<file path="src/rtl/ms_sample_feeder_pkg.sv">
// Shared types for the master/slave sample pair: section encoding and 32-bit signed rails.
package ms_feeder_types;

    typedef enum logic {
        section_idle = 1'b0,
        section_gap  = 1'b1
    } sections_e;

    localparam logic signed [31:0] INT32_MAX = 32'sh7fff_ffff;
    localparam logic signed [31:0] INT32_MIN = 32'sh8000_0000;

endpackage

</file>
<file path="src/rtl/ms_sample_feeder_if.sv">
// Feeder bus: blocking-source input side (sig/sync/notify) plus the published-sum output side.
interface ms_sample_feeder_if;

    logic signed [31:0] b_in_sig;
    logic               b_in_sync;
    logic               b_in_notify;
    logic signed [31:0] s_out;
    logic               s_out_sync;
    logic               s_out_frame;

    modport master (
        input  b_in_sig,
        input  b_in_sync,
        output b_in_notify,
        output s_out,
        output s_out_sync,
        output s_out_frame
    );

    modport slave (
        output b_in_sig,
        output b_in_sync,
        input  b_in_notify,
        input  s_out,
        input  s_out_sync,
        input  s_out_frame
    );

endinterface

</file>
<file path="src/rtl/ms_sample_feeder_sat_add32.sv">
// Combinational signed 32+32 adder clamped to the int32 rails; zero latency, no flow control.
module sat_add32
    import ms_feeder_types::*;
(
    input  logic signed [31:0] a,
    input  logic signed [31:0] b,
    output logic signed [31:0] y
);

    logic signed [32:0] wide;

    always_comb begin
        wide = {a[31], a} + {b[31], b};
        if (wide[32] != wide[31]) begin
            y = wide[32] ? INT32_MIN : INT32_MAX;
        end else begin
            y = wide[31:0];
        end
    end

endmodule

</file>
<file path="src/rtl/ms_sample_feeder.sv">
// Saturating running-sum feeder: one publish per accepted source value, latency 1 cycle;
// notify drops for MIN_GAP cycles after each transfer so the consumer sees every update.
module ms_sample_feeder
    import ms_feeder_types::*;
#(
    parameter int MIN_GAP   = 2,
    parameter int FRAME_LEN = 4,
    parameter int CNT_W     = 8
) (
    input  logic                 clk,
    input  logic                 rst,
    ms_sample_feeder_if.master   bus
);

    localparam bit              GAP_EN     = (MIN_GAP > 0);
    localparam bit              FRAME_EN   = (FRAME_LEN > 0);
    localparam logic [CNT_W-1:0] GAP_LOAD   = CNT_W'(GAP_EN ? MIN_GAP - 1 : 0);
    localparam logic [CNT_W-1:0] FRAME_LAST = CNT_W'(FRAME_EN ? FRAME_LEN - 1 : 0);

    sections_e          section, section_nxt;
    logic [CNT_W-1:0]   gap_cnt, gap_cnt_nxt;
    logic [CNT_W-1:0]   sample_cnt, sample_cnt_nxt;
    logic signed [31:0] acc, acc_nxt;
    logic signed [31:0] sum;
    logic signed [31:0] s_out_q, s_out_nxt;
    logic               sync_q, sync_nxt;
    logic               frame_q, frame_nxt;
    logic               notify_q, notify_nxt;
    logic               xfer;

    sat_add32 u_sat_add (
        .a (acc),
        .b (bus.b_in_sig),
        .y (sum)
    );

    assign xfer = bus.b_in_sync && notify_q;

    always_comb begin
        section_nxt    = section;
        gap_cnt_nxt    = gap_cnt;
        sample_cnt_nxt = sample_cnt;
        acc_nxt        = acc;
        s_out_nxt      = s_out_q;
        sync_nxt       = 1'b0;
        frame_nxt      = 1'b0;
        notify_nxt     = notify_q;

        case (section)
            section_idle: begin
                notify_nxt = 1'b1;
                if (xfer) begin
                    s_out_nxt = sum;
                    sync_nxt  = 1'b1;
                    // The last sample of a frame is published but not carried forward.
                    if (FRAME_EN && (sample_cnt == FRAME_LAST)) begin
                        frame_nxt      = 1'b1;
                        acc_nxt        = '0;
                        sample_cnt_nxt = '0;
                    end else begin
                        acc_nxt        = sum;
                        sample_cnt_nxt = sample_cnt + CNT_W'(1);
                    end
                    if (GAP_EN) begin
                        notify_nxt  = 1'b0;
                        gap_cnt_nxt = GAP_LOAD;
                        section_nxt = section_gap;
                    end
                end
            end
            section_gap: begin
                notify_nxt = 1'b0;
                if (gap_cnt == '0) begin
                    section_nxt = section_idle;
                    notify_nxt  = 1'b1;
                end else begin
                    gap_cnt_nxt = gap_cnt - CNT_W'(1);
                end
            end
            default: begin
                section_nxt = section_idle;
            end
        endcase
    end

    always_ff @(posedge clk or negedge rst) begin
        if (!rst) begin
            section    <= section_idle;
            gap_cnt    <= '0;
            sample_cnt <= '0;
            acc        <= '0;
            s_out_q    <= '0;
            sync_q     <= 1'b0;
            frame_q    <= 1'b0;
            notify_q   <= 1'b0;
        end else begin
            section    <= section_nxt;
            gap_cnt    <= gap_cnt_nxt;
            sample_cnt <= sample_cnt_nxt;
            acc        <= acc_nxt;
            s_out_q    <= s_out_nxt;
            sync_q     <= sync_nxt;
            frame_q    <= frame_nxt;
            notify_q   <= notify_nxt;
        end
    end

    assign bus.s_out       = s_out_q;
    assign bus.s_out_sync  = sync_q;
    assign bus.s_out_frame = frame_q;
    assign bus.b_in_notify = notify_q;

endmodule

</file>
<file path="src/flat_wrapper.sv">
// flat-port wrapper written by rule: the top's interface ports become plain ports
module ms_sample_feeder_flat import ms_feeder_types::*;
#(
    parameter int MIN_GAP   = 2,
    parameter int FRAME_LEN = 4,
    parameter int CNT_W     = 8
)
  (clk, rst, bus_b_in_sig, bus_b_in_sync, bus_b_in_notify, bus_s_out, bus_s_out_sync, bus_s_out_frame);
  ms_sample_feeder_if bus_i ();
  input  logic clk;
  input  logic rst;
  input wire logic [$bits(bus_i.b_in_sig)-1:0] bus_b_in_sig;
  input wire logic [$bits(bus_i.b_in_sync)-1:0] bus_b_in_sync;
  output wire logic [$bits(bus_i.b_in_notify)-1:0] bus_b_in_notify;
  output wire logic [$bits(bus_i.s_out)-1:0] bus_s_out;
  output wire logic [$bits(bus_i.s_out_sync)-1:0] bus_s_out_sync;
  output wire logic [$bits(bus_i.s_out_frame)-1:0] bus_s_out_frame;
  assign bus_i.b_in_sig = bus_b_in_sig;
  assign bus_i.b_in_sync = bus_b_in_sync;
  assign bus_b_in_notify = bus_i.b_in_notify;
  assign bus_s_out = bus_i.s_out;
  assign bus_s_out_sync = bus_i.s_out_sync;
  assign bus_s_out_frame = bus_i.s_out_frame;
  ms_sample_feeder #(.MIN_GAP(MIN_GAP), .FRAME_LEN(FRAME_LEN), .CNT_W(CNT_W)) u_core (.clk(clk), .rst(rst), .bus(bus_i));
endmodule
</file>
<file path="config.mk">
export PLATFORM = sky130hd
export DESIGN_NAME = ms_sample_feeder_flat
export DESIGN_NICKNAME = d
export VERILOG_FILES = /design/src/rtl/ms_sample_feeder_pkg.sv /design/src/rtl/ms_sample_feeder_if.sv /design/src/rtl/ms_sample_feeder_sat_add32.sv /design/src/rtl/ms_sample_feeder.sv /design/src/flat_wrapper.sv
export SDC_FILE = /design/constraint.sdc
export NUM_CORES = 1
export LEC_CHECK = 0
export CAP_MARGIN = 40
export CORE_MARGIN = 2
export CORE_UTILIZATION = 40
export CTS_CLUSTER_DIAMETER = 40
export CTS_CLUSTER_SIZE = 12
export DETAILED_ROUTE_END_ITERATION = 6
export PLACE_DENSITY_LB_ADDON = 0.12
export SYNTH_ARGS = -nofsm -noshare
export SYNTH_HDL_FRONTEND = slang
export SYNTH_HIERARCHICAL = 1
export SYNTH_SLANG_ARGS = --single-unit
</file>
<file path="constraint.sdc">
create_clock -name clk -period 3.5 [get_ports clk]
set_clock_uncertainty 0.05 [all_clocks]
set_input_delay 0.525 -clock clk [delete_from_list [all_inputs] [get_ports clk]]
set_output_delay 0.525 -clock clk [all_outputs]
set_load 0.01 [all_outputs]
</file>
==> results.md <==
* Status: completed
* Critical Path AT at ~3.6 ns
* Clock H-tree levels at 3
* CP endpoint kind: flip-flop
* YS warnings at 6
* Flop2flop setup slack at ~0.22 ns
* Core Box Area at 13200 sq um
* Slew Viols, Final at 0
* Pre-CTS WS at -0.491 ns
* Diode count at 0
* GRT overflow at 0
* Largest net degree at the start of global routing at between 70 and 80
* Met2 Track Usage GR at 31.3%
* Maximum vdd ir drop at 0.186 mV
* Register area share after synthesis at between 30 and 40%
* Die area at about 15000 sq um
* Hold WC Path Type: input port to asynchronous set/reset pin
* Gr usage total at roughly a fifth
* Synth cell types at slightly below 70
* Setup-failing EPs final at 0
* Leak Pwr at 3.66 nW
* Slew Limit Headroom at between 30% and 40%
* Via/cell ratio at between 5 and 6
* DR pass1 iterations at 5
* Period minus WS final at between 3 and 4 ns
* Initial Utilization at approximately two fifths
* Initial antenna violation count at 0
* Final cell count without fillers at ~930
* Critical R2R Launch: u_core/acc[0]
* Achievable Freq at 0.297 GHz
* Clk_lat worst skew at roughly 0.35 ns
* DRC errors left at 0
* Placed cells at 903
* Most common cell after layout, fill and taps aside: nand2_1
* Routing usage on met3 at under 10%
* Io pins at 70
* Die Span X at ~120 microns
* R2r endpoint: u_core/acc[2]
* Worst Reg-to-Reg Cells at 13
* Max_cap viols at 0
* Pwr/cell area at roughly 310 nW/um^2
* Final Cycle Share at a little over nine tenths
* Most frequent cells in the layout: 162 x nand2_1, 84 x dfrtp_1, 64 x clkdlybuf4s50_1, 61 x buf_4, 49 x a21o_1
* Vias at between 4000 and 5000
* FFs w/ async S/R, synth at between 90% and 100%
* Net Count, Synth at 700
* Startpoint Class: input port
* Post-Synthesis Cell Area at between 5000 and 6000 sq um
* Share of layout cells above drive strength 1 at between 10% and 20%
* Number of synthesized flops with an enable pin at 0
* Row count at 42
* GPL Wtd Cong at 0.905
* Post-synthesis area per instance at ~8.6 sq um
* Slew at the pin closest to its max-slew limit at ~0.94 ns
* Vias in the first global route at 4675
* Post-synthesis register bit count at 84
* Crit Path Max Fanout at 5
* CTS root buf: clkbuf_16
* Primary FF master, synth: dfrtp_1
* Met1 global-route usage at 27.6%
* Final worst slack at ~0.13 ns
* CTS tree: yes
* Most used routing layer: met2
* Data required, critical path at between 3 and 4 ns
* Post-Synthesis Cells at 630
* Area Overhead vs Synth at 31.9%
* First-pass GRT wire length at approximately 23000 microns
* Per-cell routed wire length at approximately 15 microns
* WL final at between 10000 and 15000 microns
* Layout Nets at slightly above 800
* Cts bufs inserted at 9
* Antenna Nets Post-Route at 0
* Fin. Hold Viols at 0
* Clk sinks at 84
* Die H at 120 microns
* DRT iter0 DRCs at roughly 260
* Crit Path Category: input port to flip-flop
* Clock transition at path regs at ~0.07 ns
* CTS Buffer Depth at 2
* Hpwl dp at approximately 10000 microns
* Port Buf Inserts at 69
-- routing by layer --
layer / share of wire (%) / up-vias
li1: - / 2430
met1: 48 / 2378
met2: 47 / 72
met3: 3.6 / 14
met4: 1.3 / 0
met5: 0 / -
-- worst max-delay path, stage by stage --
cell             delay [ns]
clkdlybuf4s50_1        0.44
ha_1                   0.33
a21o_1                 0.20
a31o_1                 0.21
o21ai_2                0.17
o221ai_2               0.13
and4_1                 0.22
or3_4                  0.40
and2_4                 0.18
inv_2                  0.07
nor3b_4                0.05
buf_6                  0.13
buf_4                  0.15
a31o_2                 0.21
nand2_1                0.08
o21ai_1                0.06
-- stage by stage --
stage / hold WS (ns) / total power, mW / cell area, sq um / setup TNS, ns / utilization [%]
floorplan: 0.179 / 1.08 / 5420 / 0 / -
global placement: 0.409 / 1.19 / 6590 / -16.01 / 49.8
detailed placement: 0.412 / 1.19 / 6590 / -24.75 / 49.8
CTS: 0.0627 / 2.23 / 6990 / -0.0115 / 52.8
global route: 0.0708 / 2.29 / 7150 / -0.0000828 / 54.0
finish: 0.0471 / 2.20 / 7150 / 0 / 54.0
-- synth_stat cells (4+ instances only) --
cell type	n	area [sq um]
and2_1	4	25.0
a31oi_1	7	43.8
a21oi_1	27	135
nand2_1	163	612
nor3_1	5	25.0
buf_6	7	78.8
nor2_1	25	93.8
a21o_1	49	368
inv_1	16	60.1
nand2b_1	4	25.0
clkbuf_1	16	60.1
o21ai_1	6	30.0
xor2_1	17	149
dfrtp_1	84	2100
and3_1	6	37.5
nand4_1	11	68.8
nand3_1	16	80.1
buf_2	6	30.0
o21ai_0	42	210
xnor2_1	14	123
mux2i_1	4	40.0
ha_1	34	425
-- what timing repair did --
item	4_1_cts	5_1_grt
hold buffers	0	0
resized for setup	14	33
setup endpoints to repair	38	62
cloned	2	2
buffers inserted	2	0
pin swaps	5	17
-- area by class of cell --
class	instances	area, sq um
multi-input cells	498	3240
well taps	176	220
repair buffers	134	1200
inverters	17	63.8
flip-flops and latches	84	2100
fillers	1286	6090
clock inverters	6	77.6
clock buffers	10	239
-- sequential cells by signal, summed over array words and instances, names as in the netlist --
signal                  cells
u_core/acc                 32
u_core/bus.s_out           32
u_core/gap_cnt              8
u_core/sample_cnt           8
u_core/bus.b_in_notify      1
u_core/bus.s_out_frame      1
u_core/bus.s_out_sync       1
u_core/section              1
-- worst max-delay path by stage --
stage / from / end / slack (ns) / cells after the start
global placement: bus_b_in_sig[1] / u_core/acc[2] / -0.33 / 13
floorplan: bus_b_in_sig[0] / u_core/acc[26] / 0.25 / 17
CTS: bus_b_in_sig[11] / u_core/acc[17] / -0.009 / 13
global route: bus_b_in_sig[19] / u_core/acc[2] / -0.00008 / 16
finish: bus_b_in_sig[7] / u_core/acc[2] / 0.13 / 16
detailed placement: bus_b_in_sig[0] / u_core/acc[9] / -0.49 / 17
-- report_power, final --
part / switching (mW) / internal, mW / total (mW)
clock network: 0.435 / 0.586 / 1.02
registers: 0 / 0.970 / 0.970
logic: 0.103 / 0.109 / 0.211
total: 0.538 / 1.67 / 2.20
-- logic make-up after synthesis --
logic type / Yosys count / share of synthesized area (%)
AO/OA/AOI/OAI: 166 / 20.4
adder cells (fa/ha/maj): 37 / 8.58
XOR/XNOR: 31 / 5.01
multiplexers: 5 / 1.02
AND/OR/NAND/NOR: 257 / 21.5
flip-flops: 84 / 38.8
buffers and inverters: 50 / 4.78
No activity file was read; power rests on OpenSTA's default activity.
